## src/rtl/uart_tx_port.sv

```systemverilog
// uart_tx_port: memory-mapped 8N1 UART transmitter with a byte FIFO and a STATUS register.
// Define UART_TX_IRQ_EN to build the sticky FIFO-drained interrupt on tx_irq.
`ifndef Art_base
`define Art_base 64'h0000_0000_1000_0000
`endif

module uart_tx_port #(
   parameter logic [63:0] BASE_ADDR  = `Art_base,
   parameter int          CLK_HZ     = 50_000_000,
   parameter int          BAUD       = 115_200,
   parameter int          FIFO_DEPTH = 16
) (
   input  logic        clk,
   input  logic        reset,
   input  logic [63:0] bus_address,
   input  logic [63:0] bus_write_data,
   input  logic        bus_write_enable,
   input  logic        bus_read_enable,
   output logic [63:0] bus_read_data,
   output logic        uart_tx,
   output logic        tx_irq
);
   localparam int DIV = CLK_HZ / BAUD;
   localparam int CW  = (DIV > 1) ? $clog2(DIV) : 1;
   localparam int PW  = $clog2(FIFO_DEPTH);
   localparam logic [CW-1:0] DIV_LAST = CW'(DIV - 1);
   localparam logic [PW:0]   DEPTH_C  = FIFO_DEPTH[PW:0];

   typedef enum logic [1:0] {IDLE, START, DATA, STOP} state_t;

   state_t        state_reg, state_next;
   logic [CW-1:0] baud_reg, baud_next;
   logic [2:0]    bit_reg, bit_next;
   logic [7:0]    shift_reg;
   logic          tx_next;
   logic [7:0]    mem [FIFO_DEPTH];
   logic [PW-1:0] wr_ptr_reg, rd_ptr_reg;
   logic [PW:0]   count_reg;
   logic          overflow_reg;

   logic sel_data, sel_status, full, empty, push, pop, tick, busy;
   logic [4:0]  count5;
   logic [63:0] status_word;
   logic        unused_bits;

   assign sel_data    = (bus_address == BASE_ADDR);
   assign sel_status  = (bus_address == BASE_ADDR + 64'd8);
   assign full        = (count_reg == DEPTH_C);
   assign empty       = (count_reg == '0);
   // Fullness is judged before any same-cycle pop, so a store to a full FIFO is always dropped.
   assign push        = bus_write_enable && sel_data && !full;
   assign tick        = (baud_reg == DIV_LAST);
   assign busy        = (state_reg != IDLE);
   assign count5      = 5'(count_reg);
   assign status_word = {51'b0, count5, 4'b0, overflow_reg, busy, empty, full};
   assign unused_bits = ^bus_write_data[63:8];

   always_comb begin
      state_next = state_reg;
      baud_next  = baud_reg;
      bit_next   = bit_reg;
      pop        = 1'b0;
      tx_next    = 1'b1;
      case (state_reg)
         IDLE: begin
            if (!empty) begin
               pop        = 1'b1;
               baud_next  = '0;
               state_next = START;
            end
         end
         START: begin
            tx_next   = 1'b0;
            baud_next = tick ? '0 : baud_reg + 1'b1;
            if (tick) begin
               state_next = DATA;
               bit_next   = 3'd0;
            end
         end
         DATA: begin
            tx_next   = shift_reg[0];
            baud_next = tick ? '0 : baud_reg + 1'b1;
            if (tick) begin
               bit_next = bit_reg + 3'd1;
               if (bit_reg == 3'd7) state_next = STOP;
            end
         end
         STOP: begin
            baud_next = tick ? '0 : baud_reg + 1'b1;
            if (tick) state_next = IDLE;
         end
         default: state_next = IDLE;
      endcase
   end

   always_ff @(posedge clk or negedge reset) begin
      if (!reset) begin
         state_reg <= IDLE;
         baud_reg  <= '0;
         bit_reg   <= '0;
         shift_reg <= '0;
         uart_tx   <= 1'b1;
      end else begin
         state_reg <= state_next;
         baud_reg  <= baud_next;
         bit_reg   <= bit_next;
         uart_tx   <= tx_next;
         if (pop)
            shift_reg <= mem[rd_ptr_reg];
         else if (state_reg == DATA && tick)
            shift_reg <= {1'b0, shift_reg[7:1]};
      end
   end

   // Storage carries no reset so it maps onto block RAM.
   always_ff @(posedge clk) begin
      if (push) mem[wr_ptr_reg] <= bus_write_data[7:0];
   end

   always_ff @(posedge clk or negedge reset) begin
      if (!reset) begin
         wr_ptr_reg    <= '0;
         rd_ptr_reg    <= '0;
         count_reg     <= '0;
         overflow_reg  <= 1'b0;
         bus_read_data <= '0;
      end else begin
         if (push) wr_ptr_reg <= wr_ptr_reg + 1'b1;
         if (pop)  rd_ptr_reg <= rd_ptr_reg + 1'b1;
         case ({push, pop})
            2'b10:   count_reg <= count_reg + 1'b1;
            2'b01:   count_reg <= count_reg - 1'b1;
            default: count_reg <= count_reg;
         endcase
         if (bus_write_enable && sel_data && full)
            overflow_reg <= 1'b1;
         else if (bus_write_enable && sel_status && bus_write_data[3])
            overflow_reg <= 1'b0;
         if (bus_read_enable)
            bus_read_data <= sel_status ? status_word : 64'd0;
      end
   end

`ifdef UART_TX_IRQ_EN
   logic irq_reg, irq_set, irq_clr;
   assign irq_set = (state_reg == STOP) && tick && empty && !push;
   assign irq_clr = bus_write_enable && sel_status && bus_write_data[4];

   always_ff @(posedge clk or negedge reset) begin
      if (!reset)       irq_reg <= 1'b0;
      else if (irq_clr) irq_reg <= 1'b0;
      else if (irq_set) irq_reg <= 1'b1;
   end
   assign tx_irq = irq_reg;
`else
   assign tx_irq = 1'b0;
`endif

endmodule
```

## config.mk

```make
export PLATFORM = sky130hd
export DESIGN_NAME = uart_tx_port
export DESIGN_NICKNAME = d
export VERILOG_FILES = /design/src/rtl/uart_tx_port.sv
export SDC_FILE = /design/constraint.sdc
export NUM_CORES = 1
export LEC_CHECK = 0
export ABC_AREA = 1
export BUFFER_PORTS_ARGS = -buffer_cell sky130_fd_sc_hd__buf_4
export CORE_AREA = 2 2 149 151
export DETAILED_ROUTE_END_ITERATION = 16
export DIE_AREA = 0 0 151 153
export PLACE_DENSITY = 0.73
export SYNTH_ARGS = -nofsm -noshare
export SYNTH_HDL_FRONTEND = slang
export SYNTH_SLANG_ARGS = --single-unit
```

## constraint.sdc

```tcl
create_clock -name clk -period 2.9 [get_ports clk]
set_input_delay 0.58 -clock clk [delete_from_list [all_inputs] [get_ports clk]]
set_output_delay 0.58 -clock clk [all_outputs]
set_load 0.01 [all_outputs]
```

==> metrics.cfg, run 1 <==
[outcome]
run_status=finished, final reports clean

[yosys]
ys_seq_area_frac=0.587
synth_top_area_frac=0.452
ys_seq_elements=174
synth_edf_count=128
synthFlopType=edfxtp_1
avgSynthCellArea_um2=9.39
syn_inst=906
async_flop_share=0.264
ys_top_cells_by_area=edfxtp_1 (45%), dfrtp_1 (13%), nand2_1 (10%), nor2_1 (6.1%), buf_4 (5.5%)
synthesis.area_um2=8510
yosys.area.top_type=edfxtp_1
yosysMostFrequentCell=nand2_1
ys_warn_count=0
synthTopCellsByCount=nand2_1 (235), nor2_1 (139), edfxtp_1 (128)
ys_types=32

[worst_setup_path]
worstSetupPathType=register to register
cpPeakStageDelay_ns=0.45
critPathLaunchType=register
worst_setup_path_end_kind=register
crit_chain=nor2_2, nand4_1, nand3_2, ha_1, xor2_1, ha_1, inv_1, nand2_1, nand2_1, o21ai_1, xor2_1, nand2_1, nand2_1
path_max_fanout=6
required_ns=3.27
crit_slowest_cell=dfrtp_1
cp.arrival_ns=2.93
crit_path_frequent_cell=nand2_1

[grt]
grt_max_degree=47
grt_pass1_wl_um=28900
overflow=0
grt_usage=0.158
antenna_found_initial=0
grt_pass1_vias=5946

[placed_design]
port_buffers=85
hpwl_um=11800
finalWeightedCongestion=0.786

[timing]
min_period_ns=2.56
finalCritPeriodShare=0.884
relSlewSlack=0.460
max_freq_mhz=390
timing.hold.ws_ns=0.161
slew_viol_final=0
worst_pin_slew_ns=0.808
grt_setup_unrepaired=false
setup_viol=0
clock_skew_ns=0.0111
hold_viol_final=0
fin_setup_tns_ns=0

[drt]
drc=0
routedWlPerCell_um=13.5
drt-met1-wl_um=6990
avgViaCountPerCell=4.76
drt_iter0_drc=507
ant_nets=0
dr.pass1.iters=5
dr_wl_met2_um=9250
routed_wl_um=17500
vias=6170
wl_met3_um=968
dr.max_layer_used=met4

[clock_network]
cts_num_sinks=174
tritoncts=yes
cts_root_buffer=clkbuf_16
cts_buffers=17
hold_buffers=0
ctsResizeCount=0
clk_pin_slew_ns=0.07
h-tree-depth=4
clockBufferDepth=2
cts_setup_buffers=0
clk_latency_ns=0.43

[floorplanning]
rows=54
die_y_um=153
initial_core_util=0.396
core_area_um2=21500
die_w_um=151
dieArea_um2=23100
ios=198

[power_and_ir_drop]
power.share.switching=0.231
power_leakage_nw=4.22
p_switching_mw=1.17
seqPwrFrac=0.526
ir_drop_v=0.000382
power_density_nw_per_um2=514
internal_power_mw=3.91
p_comb_frac=0.033
clkPwrFrac=0.440

[cells_and_area]
diodes=0
largest_register_ffs=128
area_growth_pct=16.1
drive_gt1_frac=0.158
final_nets=1151

[job]
drv_cap=0

[worst_hold_path]
min_path_type=input port to asynchronous set/reset pin

==> cell families (layout without fill, tap and decap cells) <==
kind of cell    count (synthesis)  in the layout  share of synthesized area
compound gates                 66             66                     0.0399
xor+xnor                       11             11                     0.0113
fa+ha+maj                      17             17                     0.0250
buf+inv                       151            205                      0.100
flops                         174            174                      0.587
other cells                     1             56                   0.000441
simple gates                  486            486                      0.236
==> per-layer routing <==
metal,global-route usage,vias up
met4,0.0449,0
met5,0,-
li1,-,3046
met1,0.190,2885
met3,0.0260,16
met2,0.287,223
==> worst max-delay path, delay by kind of cell (launching register included) <==
family / cells / cell delay [ns]
compound gates: 1 / 0.16
simple gates: 7 / 0.93
xor+xnor: 2 / 0.42
flops: 1 / 0.45
fa+ha+maj: 2 / 0.49
buf+inv: 1 / 0.03
==> power by group through the flow <==
stage / clock [mW] / combinational [mW] / sequential [mW]
floorplan: 0 / 0.107 / 2.73
global placement: 0 / 0.168 / 2.73
detailed placement: 0 / 0.171 / 2.73
CTS: 2.26 / 0.171 / 2.67
global route: 2.37 / 0.194 / 2.67
finish: 2.23 / 0.169 / 2.67
==> stage by stage <==
step                instances  total power, mW  setup slack, ns  utilization  cell area (um^2)
floorplan                 961             2.84            0.327            -              8710
global placement         1263             2.89            0.205        0.432              9280
detailed placement       1263             2.90            0.197        0.432              9280
CTS                      1295             5.10            0.299        0.460              9880
global route             1295             5.24            0.104        0.460              9880
finish                   1295             5.08            0.337        0.460              9880
==> worst paths after layout <==
kind                                           from                         to  slack (ns)  depth (start not counted)
setup reg to reg              count5[1]$_DFFE_PN0P_      count5[4]$_DFFE_PN0P_        0.34                         13
hold / removal                                reset    baud_reg[5]$_DFFE_PN0P_        0.16                          1
max in group asynchronous                     reset  rd_ptr_reg[0]$_DFFE_PN0N_        2.32                          1
min in group clk                  bus_write_data[4]        mem[5][4]$_DFFE_PP_        0.46                          1
setup / recovery              count5[1]$_DFFE_PN0P_      count5[4]$_DFFE_PN0P_        0.34                         13
hold reg to reg            overflow_reg$_DFFE_PN0P_   overflow_reg$_DFFE_PN0P_        0.49                          2
==> area by class of cell <==
class | instances | area (um^2)
clock inverters | 15 | 170
fillers | 1982 | 11600
multi-input cells | 636 | 2870
repair buffers | 111 | 833
inverters | 62 | 233
well taps | 280 | 350
clock buffers | 17 | 425
flip-flops and latches | 174 | 5000
==> cell usage in the layout, fill, tap and decap left out, drive strengths merged <==
| cell type | instances |
|---|---|
| a21oi | 6 |
| a22oi | 1 |
| buf | 111 |
| clkbuf | 17 |
| clkinv | 9 |
| clkinvlp | 1 |
| conb | 56 |
| dfrtp | 45 |
| dfstp | 1 |
| edfxtp | 128 |
| ha | 17 |
| inv | 67 |
| nand2 | 236 |
| nand3 | 77 |
| nand3b | 2 |
| nand4 | 6 |
| nor2 | 145 |
| nor3 | 19 |
| o211ai | 2 |
| o21ai | 56 |
| o22ai | 1 |
| or2 | 1 |
| xnor2 | 3 |
| xor2 | 8 |
No activity file was read; power rests on OpenSTA's default activity.
==> run 2, diff against run 1 <==
- ABC_AREA: 1 -> not set
- CORE_AREA: 2 2 149 151 -> 2 2 137 153
- DIE_AREA: 0 0 151 153 -> 0 0 139 155
==> run 2 against run 1 <==
Against the previous run:
- critical endpoint unchanged
- synthesized cell count fell by 45%
- non-clock buffer count rose by 6
- sequential power barely moved
- die area fell by 6.7%
- via count fell by 29%
- register-to-register slack got worse by 0.17 ns
- combinational power fell by 4%
- design area fell by 4.1%
- sequential share of layout area rose by 2.2 points
==> metrics.cfg, run 2 <==
[yosys]
ys_types=54
yosys.area.top_type=edfxtp_1
synthFlopType=edfxtp_1
syn_inst=495
ys_seq_area_frac=0.635
synth_top_area_frac=0.488
async_flop_share=0.264
synthTopCellsByCount=edfxtp_1 (128), buf_4 (59), dfrtp_1 (45)
synth_edf_count=128
ys_warn_count=0
yosysMostFrequentCell=edfxtp_1
ys_seq_elements=174
ys_top_cells_by_area=edfxtp_1 (49%), dfrtp_1 (14%), mux4_2 (11%), buf_4 (5.6%), ha_1 (2.7%)
avgSynthCellArea_um2=15.9
synthesis.area_um2=7870

[timing]
min_period_ns=2.73
worst_pin_slew_ns=0.600
max_freq_mhz=366
finalCritPeriodShare=0.942
grt_setup_unrepaired=false
slew_viol_final=0
clock_skew_ns=0.00842
hold_viol_final=0
setup_ws_ns=0.168
fin_setup_tns_ns=0
setup_viol=0
relSlewSlack=0.600

[drt]
vias=4405
drt_iter0_drc=290
avgViaCountPerCell=4.99
routed_wl_um=14900
drc=0
dr.pass1.iters=6
routedWlPerCell_um=16.9
ant_nets=0

[placed_design]
preCtsSetupSlack_ns=-0.153
port_buffers=85
finalWeightedCongestion=0.808
hpwl_um=10700
place_area_um2=8910

[worst_setup_path]
reg2reg_depth=11
regToRegSetupSlack_ns=0.17
path_max_fanout=9
r2r_end=count5[4]$_DFFE_PN0P_
critPathLaunchType=register
required_ns=3.22
worst_setup_path_end_kind=register
endpoint=count5[4]$_DFFE_PN0P_
cp.arrival_ns=3.05
worstSetupPathType=register to register
critPathLaunch=count5[1]$_DFFE_PN0P_
rr_startpoint=count5[1]$_DFFE_PN0P_

[cells_and_area]
diodes=0
final_area_um2=9470
area_growth_pct=20.4
drive_gt1_frac=0.335
final_cell_mix=edfxtp_1 (128), buf_4 (110), conb_1 (56), dfrtp_1 (44), mux4_2 (40)
final_nets=762
layout_commonest_cell=edfxtp_1
fillers=1698
largest_register_ffs=128

[clock_network]
cts_root_buffer=clkbuf_16
hold_buffers=0
tritoncts=yes
cts_buffers=17
clk_pin_slew_ns=0.07
cts_num_sinks=174
cts_setup_buffers=0
clk_latency_ns=0.43
h-tree-depth=4
clockBufferDepth=2
ctsResizeCount=0

[grt]
antenna_found_initial=0
grt_pass1_vias=4692
grt_usage=0.145
grt_pass1_wl_um=24200
grt_max_degree=47
overflow=0

[power_and_ir_drop]
ir_drop_v=0.000582
p_switching_mw=1.09
power.share.switching=0.219
clkPwrFrac=0.427
seqPwrFrac=0.540
power_density_nw_per_um2=523
p_comb_frac=0.033
power_leakage_nw=3.70
internal_power_mw=3.87

[floorplanning]
die_w_um=139
ios=198
dieArea_um2=21500
initial_core_util=0.392
rows=55
die_y_um=155
core_area_um2=20100

[worst_hold_path]
min_path_type=input port to asynchronous set/reset pin

[job]
drv_cap=0

[outcome]
run_status=finished, final reports clean

-- run 2: logic make-up (layout without fill, tap and decap cells) --
| logic type | Yosys count | after routing | synth area share |
|---|---|---|---|
| DFF | 174 | 174 | 0.635 |
| xor gates and xnor gates | 18 | 18 | 0.0200 |
| muxes | 52 | 52 | 0.130 |
| adders and majority gates | 17 | 17 | 0.0270 |
| buffers and inverters | 84 | 160 | 0.0704 |
| AOI/OAI and AO/OA | 39 | 39 | 0.0367 |
| and+or+nand+nor | 110 | 110 | 0.0801 |
| other | 1 | 56 | 0.000477 |
-- run 2: final cells by class --
| type | instances | area (um^2) | area share |
|---|---|---|---|
| Clock buffer | 17 | 425 | 0.0449 |
| Clock inverter | 15 | 133 | 0.0140 |
| Inverter | 11 | 43.8 | 0.00462 |
| Multi-Input combinational cell | 292 | 2590 | 0.273 |
| Sequential cell | 174 | 5000 | 0.528 |
| Tap cell | 256 | 320 | 0.0338 |
| Timing Repair Buffer | 117 | 966 | 0.102 |
-- run 2: worst min-delay path by stage --
stage,endpoint,from
floorplan,baud_reg[0]$_DFFE_PN0P_,reset
finish,bus_read_data[11]$_DFFE_PN0P_,reset
CTS,bus_read_data[11]$_DFFE_PN0P_,reset
detailed placement,bus_read_data[0]$_DFFE_PN0P_,bus_read_data[0]$_DFFE_PN0P_
global placement,bit_reg[1]$_DFFE_PN0P_,bit_reg[1]$_DFFE_PN0P_
global route,bus_read_data[11]$_DFFE_PN0P_,reset
-- run 2: power groups by stage --
stage	sequential (mW)	combinational, mW	clock, mW
finish	2.67	0.162	2.12
CTS	2.67	0.162	2.16
global route	2.67	0.177	2.25
global placement	2.73	0.154	0
floorplan	2.73	0.0962	0
detailed placement	2.73	0.162	0
-- run 2: routing by layer --
| layer | wire length (um) | up-vias | global-route usage |
|---|---|---|---|
| met3 | 567 | 22 | 0.0332 |
| met5 | 0 | - | 0 |
| met2 | 8150 | 115 | 0.266 |
| met4 | 227 | 0 | 0.0524 |
| met1 | 5930 | 2233 | 0.166 |
| li1 | - | 2035 | - |
-- run 2: worst max-delay path, stage by stage (launching register included) --
cell and delay, ns:
dfrtp_1 0.49, or4_4 0.63, o21ai_2 0.27, inv_2 0.10, ha_4 0.17, xor2_1 0.14
ha_2 0.20, nand3b_1 0.08, o21ai_1 0.06, a222oi_1 0.23, nor2_1 0.09, xor2_1 0.15
-- run 2: stage by stage --
stage | utilization | hold slack (ns) | power, mW | cells
after floorplan | - | 0.284 | 2.82 | 550
after global placement | 0.444 | 0.481 | 2.88 | 850
after detailed placement | 0.444 | 0.486 | 2.89 | 850
after CTS | 0.471 | 0.161 | 5.00 | 882
after global routing | 0.471 | 0.202 | 5.10 | 882
final | 0.471 | 0.152 | 4.95 | 882
==> run 3, diff against run 2 <==
- CORE_AREA: 2 2 137 153 -> 2 2 120 133
- DIE_AREA: 0 0 139 155 -> 0 0 122 135
- PLACE_DENSITY: 0.73 -> 0.89
==> run 3 against run 2 <==
Against the previous run:
- fmax increased by 1.2%
- largest cell class unchanged
- combinational power is 4% higher
- total power decreased by 0.30%
- sequential share of layout area decreased by 0.13 points
- register-to-register slack better by 0.03 ns
- via count up 4.8%
- highest routed layer unchanged
- largest power group unchanged
- final cell count fell by 7.0%
- non-clock buffer count decreased by 2
==> metrics.cfg, run 3 (synthesized netlist as in run 2, its figures left out) <==
[drt]
avgViaCountPerCell=5.63
dr.pass1.iters=4
vias=4615
drc=0
ant_nets=0
routed_wl_um=17800
drt_iter0_drc=322
routedWlPerCell_um=21.7

[timing]
setup_ws_ns=0.199
slew_viol_final=0
relSlewSlack=0.527
fin_setup_tns_ns=0
clock_skew_ns=0.0108
finalCritPeriodShare=0.931
setup_viol=0
max_freq_mhz=370
min_period_ns=2.70
worst_pin_slew_ns=0.703
hold_viol_final=0

[worst_hold_path]
min_path_type=input port to asynchronous set/reset pin

[worst_setup_path]
required_ns=3.21
crit_chain=or4_4, o21ai_4, inv_2, ha_4, xor2_1, ha_2, nand3b_1, o21ai_1, a222oi_1, nor2_1, xor2_1
crit_slowest_cell=or4_4
worstSetupPathType=register to register
path_max_fanout=7
crit_path_frequent_cell=xor2_1
critPathLaunchType=register
worst_setup_path_end_kind=register
cpPeakStageDelay_ns=0.60
cp.arrival_ns=3.01

[floorplanning]
die_y_um=135
initial_core_util=0.525
die_w_um=122
core_area_um2=15000
ios=198
dieArea_um2=16500
rows=47

[clock_network]
cts_setup_buffers=0
cts_num_sinks=174
clockBufferDepth=2
ctsResizeCount=0
h-tree-depth=4
cts_root_buffer=clkbuf_16
clk_latency_ns=0.43
cts_buffers=17
tritoncts=yes
clk_pin_slew_ns=0.07
hold_buffers=0

[power_and_ir_drop]
clkPwrFrac=0.424
internal_power_mw=3.85
power_leakage_nw=3.70
p_comb_frac=0.034
power_density_nw_per_um2=520
ir_drop_v=0.000622
seqPwrFrac=0.542
p_switching_mw=1.09
power.share.switching=0.220

[outcome]
run_status=finished, final reports clean

[cells_and_area]
stdcell_count=820
largest_register_ffs=128
final_cell_mix=edfxtp_1 (128), buf_4 (99), conb_1 (56), dfrtp_1 (44), mux4_2 (40)
diodes=0
register_area_um2=5000
drive_gt1_frac=0.338
fillers=1001
final_nets=760
multiInputGateArea_um2=2610
area_growth_pct=20.7
layout_commonest_cell=edfxtp_1
finish.utilization=0.633

[placed_design]
finalWeightedCongestion=0.802
dp.cells=788
port_buffers=85
hpwl_um=11300
preCtsSetupSlack_ns=-0.217

[grt]
grt_max_degree=47
overflow=0
antenna_found_initial=0
grt_pass1_vias=4898
grt_usage=0.231
grt_pass1_wl_um=27400

[job]
drv_cap=0

-- run 3: metrics by stage --
stage / hold slack, ns / instance area (um^2) / power (mW)
after floorplan: 0.284 / 8150 / 2.82
after global placement: 0.480 / 8940 / 2.88
after detailed placement: 0.493 / 8940 / 2.89
after CTS: 0.175 / 9470 / 4.96
after global routing: 0.208 / 9500 / 5.06
final: 0.159 / 9500 / 4.94
-- run 3: final cells by class --
class                           count  area share
Timing Repair Buffer              115       0.112
Sequential cell                   174       0.526
Multi-Input combinational cell    292       0.275
Tap cell                          196      0.0258
Clock inverter                     15      0.0117
Clock buffer                       17      0.0448
Inverter                           11     0.00461
-- run 3: power groups by stage --
stage | combinational [mW] | sequential [mW] | clock (mW)
global placement | 0.153 | 2.73 | 0
global route | 0.185 | 2.67 | 2.20
detailed placement | 0.163 | 2.73 | 0
finish | 0.168 | 2.67 | 2.10
floorplan | 0.0962 | 2.73 | 0
CTS | 0.164 | 2.67 | 2.12
-- run 3: metal layers --
metal,vias up,global-route usage,share of wire
met5,-,0,0
met4,0,0.0798,0.020
met3,29,0.0481,0.049
met2,194,0.435,0.57
met1,2366,0.256,0.36
li1,2026,-,-
-- run 3: critical path, delay by kind of cell, from the launching register on --
kind                       cells  cell delay, ns
and+or+nand+nor                3            0.79
buffers and inverters          1            0.11
AOI/OAI and AO/OA              3            0.57
adders and majority gates      2            0.37
xor gates and xnor gates       2            0.28
DFF                            1            0.48
-- run 3: worst paths after layout --
kind                                        startpoint                             to  slack [ns]  cells after the start
max in group asynchronous                        reset      rd_ptr_reg[0]$_DFFE_PN0N_        2.30                      1
worst max-delay path             count5[0]$_DFFE_PN0P_          count5[4]$_DFFE_PN0P_        0.20                     11
min in group clk                        bus_address[3]       overflow_reg$_DFFE_PN0P_        0.34                      2
worst min-delay path                             reset  bus_read_data[12]$_DFFE_PN0P_        0.16                      1
worst min register to register  bit_reg[0]$_DFFE_PN0P_         bit_reg[0]$_DFFE_PN0P_        0.50                      1
worst max register to register   count5[0]$_DFFE_PN0P_          count5[4]$_DFFE_PN0P_        0.20                     11
